<file path="src/rtl/csa_resolver_if.sv">
// Handshake bundle between the carry-save compressor, the resolver and the
// downstream consumer. The resolver sits on the slave side.
interface csa_resolver_if #(
  parameter int WIDTH = 32
);
  logic             in_valid;
  logic             in_ready;
  logic [WIDTH-1:0] in_sum;
  logic [WIDTH-1:0] in_carry;
  logic             out_valid;
  logic             out_ready;
  logic [WIDTH-1:0] out_result;
  logic             out_cout;

  modport slave (
    input  in_valid, in_sum, in_carry, out_ready,
    output in_ready, out_valid, out_result, out_cout
  );

  modport master (
    output in_valid, in_sum, in_carry, out_ready,
    input  in_ready, out_valid, out_result, out_cout
  );
endinterface

</file>
<file path="src/rtl/csa_resolver.sv">
// Multi-cycle carry-propagate stage: folds a carry-save pair into one binary
// word, resolving SLICE bits per cycle so the ripple path stays one slice long.
module csa_resolver #(
  parameter int WIDTH = 32,
  parameter int SLICE = 8
) (
  input  logic            clk,
  input  logic            rst_n,
  csa_resolver_if.slave   bus,
  output logic            busy
);
  localparam int NSLICE = WIDTH / SLICE;
  localparam int IW     = (NSLICE > 1) ? $clog2(NSLICE) : 1;
  localparam logic [IW-1:0] LAST = IW'(NSLICE - 1);

  typedef enum logic [1:0] {IDLE, RUN, DONE} state_t;

  state_t           state;
  logic [WIDTH-1:0] sum_q;
  logic [WIDTH-1:0] carry_q;
  logic [IW-1:0]    idx;
  logic             c;
  logic [WIDTH-1:0] result_q;
  logic             cout_q;
  logic             out_valid_q;
  logic [SLICE:0]   slice_add;

  // One slice of the carry-propagate add, carry-in from the previous slice.
  assign slice_add = {1'b0, sum_q[idx*SLICE +: SLICE]}
                   + {1'b0, carry_q[idx*SLICE +: SLICE]}
                   + {{SLICE{1'b0}}, c};

  // in_ready must drop with rst_n itself, not wait for the state to settle.
  assign bus.in_ready   = rst_n && (state == IDLE);
  assign bus.out_valid  = out_valid_q;
  assign bus.out_result = result_q;
  assign bus.out_cout   = cout_q;
  assign busy           = (state != IDLE);

  // Control FSM plus datapath registers; result slices are written in place.
  always_ff @(posedge clk or negedge rst_n) begin
    if (!rst_n) begin
      state       <= IDLE;
      sum_q       <= '0;
      carry_q     <= '0;
      idx         <= '0;
      c           <= 1'b0;
      result_q    <= '0;
      cout_q      <= 1'b0;
      out_valid_q <= 1'b0;
    end else begin
      case (state)
        IDLE: begin
          if (bus.in_valid) begin
            sum_q   <= bus.in_sum;
            carry_q <= bus.in_carry;
            idx     <= '0;
            c       <= 1'b0;
            state   <= RUN;
          end
        end
        RUN: begin
          result_q[idx*SLICE +: SLICE] <= slice_add[SLICE-1:0];
          c   <= slice_add[SLICE];
          idx <= idx + 1'b1;
          if (idx == LAST) begin
            cout_q      <= slice_add[SLICE];
            out_valid_q <= 1'b1;
            idx         <= '0;
            state       <= DONE;
          end
        end
        DONE: begin
          if (bus.out_ready) begin
            out_valid_q <= 1'b0;
            state       <= IDLE;
          end
        end
        default: begin
          out_valid_q <= 1'b0;
          state       <= IDLE;
        end
      endcase
    end
  end
endmodule

</file>
<file path="src/flat_wrapper.sv">
// flat-port wrapper written by rule: the top's interface ports become plain ports
module csa_resolver_flat 
#(
  parameter int WIDTH = 32,
  parameter int SLICE = 8
)
  (clk, rst_n, busy, bus_in_valid, bus_in_sum, bus_in_carry, bus_out_ready, bus_in_ready, bus_out_valid, bus_out_result, bus_out_cout);
  csa_resolver_if #(.WIDTH(WIDTH)) bus_i ();
  input  logic clk;
  input  logic rst_n;
  output logic busy;
  input wire logic [$bits(bus_i.in_valid)-1:0] bus_in_valid;
  input wire logic [$bits(bus_i.in_sum)-1:0] bus_in_sum;
  input wire logic [$bits(bus_i.in_carry)-1:0] bus_in_carry;
  input wire logic [$bits(bus_i.out_ready)-1:0] bus_out_ready;
  output wire logic [$bits(bus_i.in_ready)-1:0] bus_in_ready;
  output wire logic [$bits(bus_i.out_valid)-1:0] bus_out_valid;
  output wire logic [$bits(bus_i.out_result)-1:0] bus_out_result;
  output wire logic [$bits(bus_i.out_cout)-1:0] bus_out_cout;
  assign bus_i.in_valid = bus_in_valid;
  assign bus_i.in_sum = bus_in_sum;
  assign bus_i.in_carry = bus_in_carry;
  assign bus_i.out_ready = bus_out_ready;
  assign bus_in_ready = bus_i.in_ready;
  assign bus_out_valid = bus_i.out_valid;
  assign bus_out_result = bus_i.out_result;
  assign bus_out_cout = bus_i.out_cout;
  csa_resolver #(.WIDTH(WIDTH), .SLICE(SLICE)) u_core (.clk(clk), .rst_n(rst_n), .bus(bus_i), .busy(busy));
endmodule
</file>
<file path="config.mk">
export PLATFORM = sky130hd
export DESIGN_NAME = csa_resolver_flat
export DESIGN_NICKNAME = d
export VERILOG_FILES = /design/src/rtl/csa_resolver_if.sv /design/src/rtl/csa_resolver.sv /design/src/flat_wrapper.sv
export SDC_FILE = /design/constraint.sdc
export NUM_CORES = 1
export LEC_CHECK = 0
export BUFFER_PORTS_ARGS = -buffer_cell sky130_fd_sc_hd__buf_2
export CELL_PAD_IN_SITES_DETAIL_PLACEMENT = 2
export CELL_PAD_IN_SITES_GLOBAL_PLACEMENT = 2
export CORE_MARGIN = 5
export CORE_UTILIZATION = 37
export DETAILED_ROUTE_END_ITERATION = 12
export MAX_ROUTING_LAYER = met4
export PLACE_DENSITY = 0.91
export SLEW_MARGIN = 10
export SYNTH_ARGS = -nofsm -noshare
export SYNTH_HDL_FRONTEND = slang
export SYNTH_SLANG_ARGS = --single-unit
</file>
<file path="constraint.sdc">
create_clock -name clk -period 4 [get_ports clk]
set_clock_uncertainty 0.1 [all_clocks]
set_input_delay 0.2 -clock clk [delete_from_list [all_inputs] [get_ports clk]]
set_output_delay 0.2 -clock clk [all_outputs]
set_load 0.02 [all_outputs]
</file>
# Word level (Yosys, flattened, before mapping)
# Cells that the tools add are included.
dict set report word_totals {
  register_bits 103
  latch_bits 0
  mem_bits_rw 0
  mem_bits_ro 0
  memories 0
}
dict set report op_classes {
  add_sub_neg 4
  multipliers 0
  div 0
  magnitude_cmp 0
  n_eq_ne 6
  shift 4
  muxes 13
  bitwise_logic 1
  n_reduce_logical 9
}
# op n
set ops {}
lappend ops {{32-bit by 6-bit variable part select with 8-bit output} 2}
lappend ops {{5-bit negation with 34-bit output} 1}
lappend ops {{8-bit by 34-bit variable shift with 32-bit output, first input constant} 1}
lappend ops {{8-bit by 34-bit variable part select with 32-bit output} 1}
lappend ops {{32-bit bitwise mux} 1}
lappend ops {{2-bit two-way mux} 5}
lappend ops {{8-bit by 8-bit adder with 9-bit output} 1}
lappend ops {{9-bit by 1-bit adder with 9-bit output} 1}
lappend ops {{2-bit case mux with 3 select lines} 1}
lappend ops {{2-bit AND reduction} 3}
lappend ops {{3-bit AND reduction} 2}
lappend ops {{2-bit equality test, second input constant} 2}
lappend ops {{2-bit != test, second input constant} 2}
lappend ops {{2-bit case mux with 2 select lines} 1}
lappend ops {{2-bit nonzero test} 2}
lappend ops {{1-bit two-way mux} 3}
lappend ops {{1-bit case mux with 3 select lines} 1}
lappend ops {{2-bit by 1-bit adder with 2-bit output, second input constant} 1}
lappend ops {{2-bit by 1-bit equality test with 1-bit output, second input constant} 1}
lappend ops {{2-bit zero test} 1}
lappend ops {{2-bit by 1-bit != test with 1-bit output, second input constant} 1}
lappend ops {{1-bit case mux with 2 select lines} 1}
lappend ops {{1-bit logical AND} 1}
lappend ops {{1-bit NOT} 1}

# Depth between registers and ports, before layout
dict set report logic_depth {
  depth_word 5
  ltp_mapped 9
}

# Worst setup path after synthesis
# Ideal clock, no wire load.
dict set report synth_path {
  kind {flip-flop to flip-flop}
  from {reg u_core.idx[0]}
  to {reg u_core.result_q[6] (netlist: u_core.bus.out_result[6])}
  setup_ps 121
  t_arrival_ps 2940
  required_ps 3779
  path_slack_ps 839
  path_stages_with_launch 10
  n_path_buf 1
  period_less_slack_ps 3161
  path_cell_list {dfrtp_1 buf_2 mux4_2 fa_1 fa_1 a21oi_1 o21ai_0 a211oi_1 nor2_1 a22o_1}
}
dict set report synth_via {
  elab_chain_len 5
  word_cells_on_any_way 8
  cone_classes {add/sub: 3; shift: 4; mux: 1}
}
# item line
set synth_rtl {}
lappend synth_rtl {{start: declaration} csa_resolver.sv:21} ;# logic [IW-1:0] idx;
lappend synth_rtl {{start signal: assignment} csa_resolver.sv:65} ;# idx <= idx + 1'b1;
lappend synth_rtl {{32-bit by 6-bit variable part select with 8-bit output (on tied branches)} {csa_resolver.sv:29, csa_resolver.sv:30}}
lappend synth_rtl {{8-bit by 8-bit adder with 9-bit output} csa_resolver.sv:30} ;# + {1'b0, carry_q[idx*SLICE +: SLICE]}
lappend synth_rtl {{9-bit by 1-bit adder with 9-bit output} csa_resolver.sv:31} ;# + {{SLICE{1'b0}}, c};
lappend synth_rtl {{8-bit by 34-bit variable part select with 32-bit output} csa_resolver.sv:63} ;# result_q[idx*SLICE +: SLICE] <= slice_add[SLICE-1:0];
lappend synth_rtl {{32-bit bitwise mux *} csa_resolver.sv:63}
lappend synth_rtl {{end signal: indexed assignment} csa_resolver.sv:63}
lappend synth_rtl {{end: declaration} csa_resolver.sv:23} ;# logic [WIDTH-1:0] result_q;
# Mark *: on every way between the ends. The rest lies on a longest branch, timed or not.
# A chain may end at the register's enable or synchronous reset.

# Worst setup path in the final report
dict set report layout_path {
  from {reg u_core.idx[1]}
  to {reg u_core.result_q[30] (netlist: u_core.bus.out_result[30])}
}
# Same word-level chain as after synthesis.

==> out/qor.txt <==
Critical Path AT = 3.93 ns
Hold Violations, Final = 0
Pint = 0.00344 W
Mapped Cells = 303
CTS clk-pin slew, worst paths = 0.08 ns
htree depth = 3
number of cells on the worst reg-to-reg path = 8
via count = 3,483
number of port buffers = 103
GRT Util Overall = 24.7%
total congestion overflow = 0
status = complete, no violations
commonest cells after routing, fill and taps aside = dfrtp_1 (103), buf_2 (102), mux2_2 (64)
Hold Path Cell Cnt = 2
main combinational cell family by area after synthesis = multiplexers
Clock power frac = 14.7%
area grow syn2layout = 35.2%
Setup WS post-layout = 0.213 ns
synth warn = 0
area post-placement = 0.00536 sq mm
Final GP Congestion = 0.767
Fillers = 1,148
Sum Neg Setup Slack = 0 ns
Layout Cells excl Fill = 649
root buf cell = clkbuf_16
Setup CP Type = flop to flop
Worst-Skew Late Latency = 0.37 ns
P_leak = 2.90 nW
Comb pwr share = 54.6%
sequential power share = 30.6%
clock sinks = 103
Setup crit end kind = flop
Net Count, Synth = 386
Slew @ Worst Pin = 0.874 ns
post-route clock period utilization = 94.7%
layout cell share with drive strength beyond 1 = 44.9%
Final min period = 3.79 ns
Cells after DPL = 572
P per Cell Area = 1020 mW/mm^2
Top Ports = 104
drt wl/cell = 28.4 um
most common cell after layout, fill and taps aside = dfrtp_1
Max Transition Viols Final = 0
CTS tree = built
vias in the first global route = 4,091
Compound-Gate Fraction of Synth Area = 9.43%
max-cap violations = 0
Ant. Diodes = 0
setup violators final = 0
initial antenna violation count = 0
NumNets Final = 555
fmax = 0.264 GHz
DR pass1 iterations = 4
Critical Path RT = 4.15 ns
post-synthesis mux area share = 23.5%
clk buf depth = 2
final instance area = 0.00628 sq mm
antenna-violating nets left = 0
Crit Path Max Fanout = 14
# rows = 41
Vias per Instance = 5.37
Hold Path Class = input port to flop
pre-CTS WS = 0.530 ns
pin count of the biggest net entering global routing = 68
DIE WIDTH = 122 um
HPWL after detailed placement = 9.94 mm
die area = 0.0149 sq mm
Initial Util = 37.3%
post-CTS setup buffers = 0
Core Box Area = 0.0125 sq mm
Adder-Cell Fraction of Synth Area = 4.36%
worst vdd ir = 0.000470 V
Post-Synthesis Cell Area = 0.00465 sq mm
hold slack = 0.00287 ns
cts bufs inserted = 9
DR iter-0 viols = 188
first-pass GRT wire length = 25.8 mm
WL final = 18.4 mm
Post-Synth Simple-Gate Area = 4.66%
Avg Cell Area, Syn = 15.3 sq um
Synth Area in XOR/XNOR = 0.754%
post-synthesis sequential area ratio = 55.5%
switch share = 46.3%
Synth cell types = 35
startpoint types = flop
Sw Pwr = 0.00297 W
unrepaired setup endpoints after global routing = no
Synth Register Bits = 103
DRC violations left = 0
Worst slew margin = 41.8%
Die Y = 122 um
==> logic make-up (layout without fill, tap and decap cells) <==
kind of cell,Yosys count,after routing
AO/OA/AOI/OAI,56,56
buffers and inverters,18,192
multiplexers,81,81
AND/OR/NAND/NOR,26,26
XOR/XNOR,4,4
adder cells (fa/ha/maj),15,15
flip-flops,103,103
==> state kept, by name (all words and copies together), names as in the netlist <==
| signal | flops |
|---|---|
| u_core.bus.out_result | 32 |
| u_core.carry_q | 32 |
| u_core.sum_q | 32 |
| u_core.idx | 2 |
| u_core.state | 2 |
| u_core.bus.out_cout | 1 |
| u_core.bus.out_valid | 1 |
| u_core.c | 1 |
==> through the flow <==
step,util (%),total power (W)
floorplan,-,0.00397
global placement,43.0,0.00474
detailed placement,43.0,0.00505
CTS,50.1,0.00606
global route,50.4,0.00667
finish,50.4,0.00640
==> cell usage after synthesis (all sizes together) <==
cell	instances	area, sq um
a211oi	2	15.0
a21o	1	7.51
a21oi	7	35.0
a22o	35	307
a31oi	1	6.26
and2	2	12.5
and2b	1	8.76
buf	11	58.8
clkbuf	1	3.75
dfrtp	103	2580
fa	2	40.0
ha	13	163
inv	6	22.5
mux2	64	721
mux2i	1	10.0
mux4	16	360
nand2	8	47.6
nand3	1	5.00
nand3b	1	7.51
nand4b	1	8.76
nor2	7	26.3
nor3b	1	7.51
nor4	1	21.3
nor4b	3	71.3
o211ai	2	15.0
o21ai	4	20.0
o21ba	1	10.0
o21bai	2	15.0
o31ai	1	7.51
xnor2	1	8.76
xor2	3	26.3
==> cell type report <==
type / count / area [sq um] / share of cell area (%)
multi-input cells: 182 / 1980 / 31.6
clock inverters: 5 / 63.8 / 1.02
repair buffers: 170 / 1170 / 18.7
inverters: 6 / 22.5 / 0.359
clock buffers: 11 / 243 / 3.87
flip-flops and latches: 103 / 2580 / 41.0
well taps: 172 / 215 / 3.43
==> timing repair <==
item,CTS,global route
endpoints found under the setup margin,0,0
hold endpoints to repair,122,3
resized for setup,0,0
hold buffers,58,3
==> final timing paths <==
| kind | slack, ns | start | end |
|---|---|---|---|
| max | 0.21 | u_core.idx[1] | u_core.bus.out_result[30] |
| min | 0.003 | bus_in_carry[30] | u_core.carry_q[30] |
| max reg2reg | 0.21 | u_core.idx[1] | u_core.bus.out_result[30] |
| min reg2reg | 0.41 | u_core.bus.out_result[10] | u_core.bus.out_result[10] |
| max in group asynchronous | 2.37 | rst_n | u_core.bus.out_result[31] |
| min in group asynchronous | 0.37 | rst_n | u_core.sum_q[28] |
==> power groups by stage <==
stage                     logic, W  registers (W)  clock network [W]
after floorplan            0.00209        0.00188                  0
after global placement     0.00291        0.00183                  0
after detailed placement   0.00317        0.00188                  0
after CTS                  0.00325        0.00187           0.000939
after global routing       0.00367        0.00199            0.00102
final                      0.00350        0.00196           0.000943
==> per-layer routing <==
layer  up-vias  global-route usage (%)  routed length (um)
met1      1838                    27.8                7330
met5         -                       -                   0
met2       131                    43.4                9740
li1       1484                       -                   -
met3        30                    3.99                 872
met4         0                    10.4                 493
==> worst max-delay path: stages (launching register included) <==
cell and delay (ns):
dfrtp_1 0.91, mux4_2 0.45, fa_1 0.48, fa_1 0.47
a21oi_1 0.30, o21ai_0 0.23, a211oi_1 0.36, nor2_1 0.15
a22o_1 0.23
Note: power is estimated with default switching activity, not from simulation.
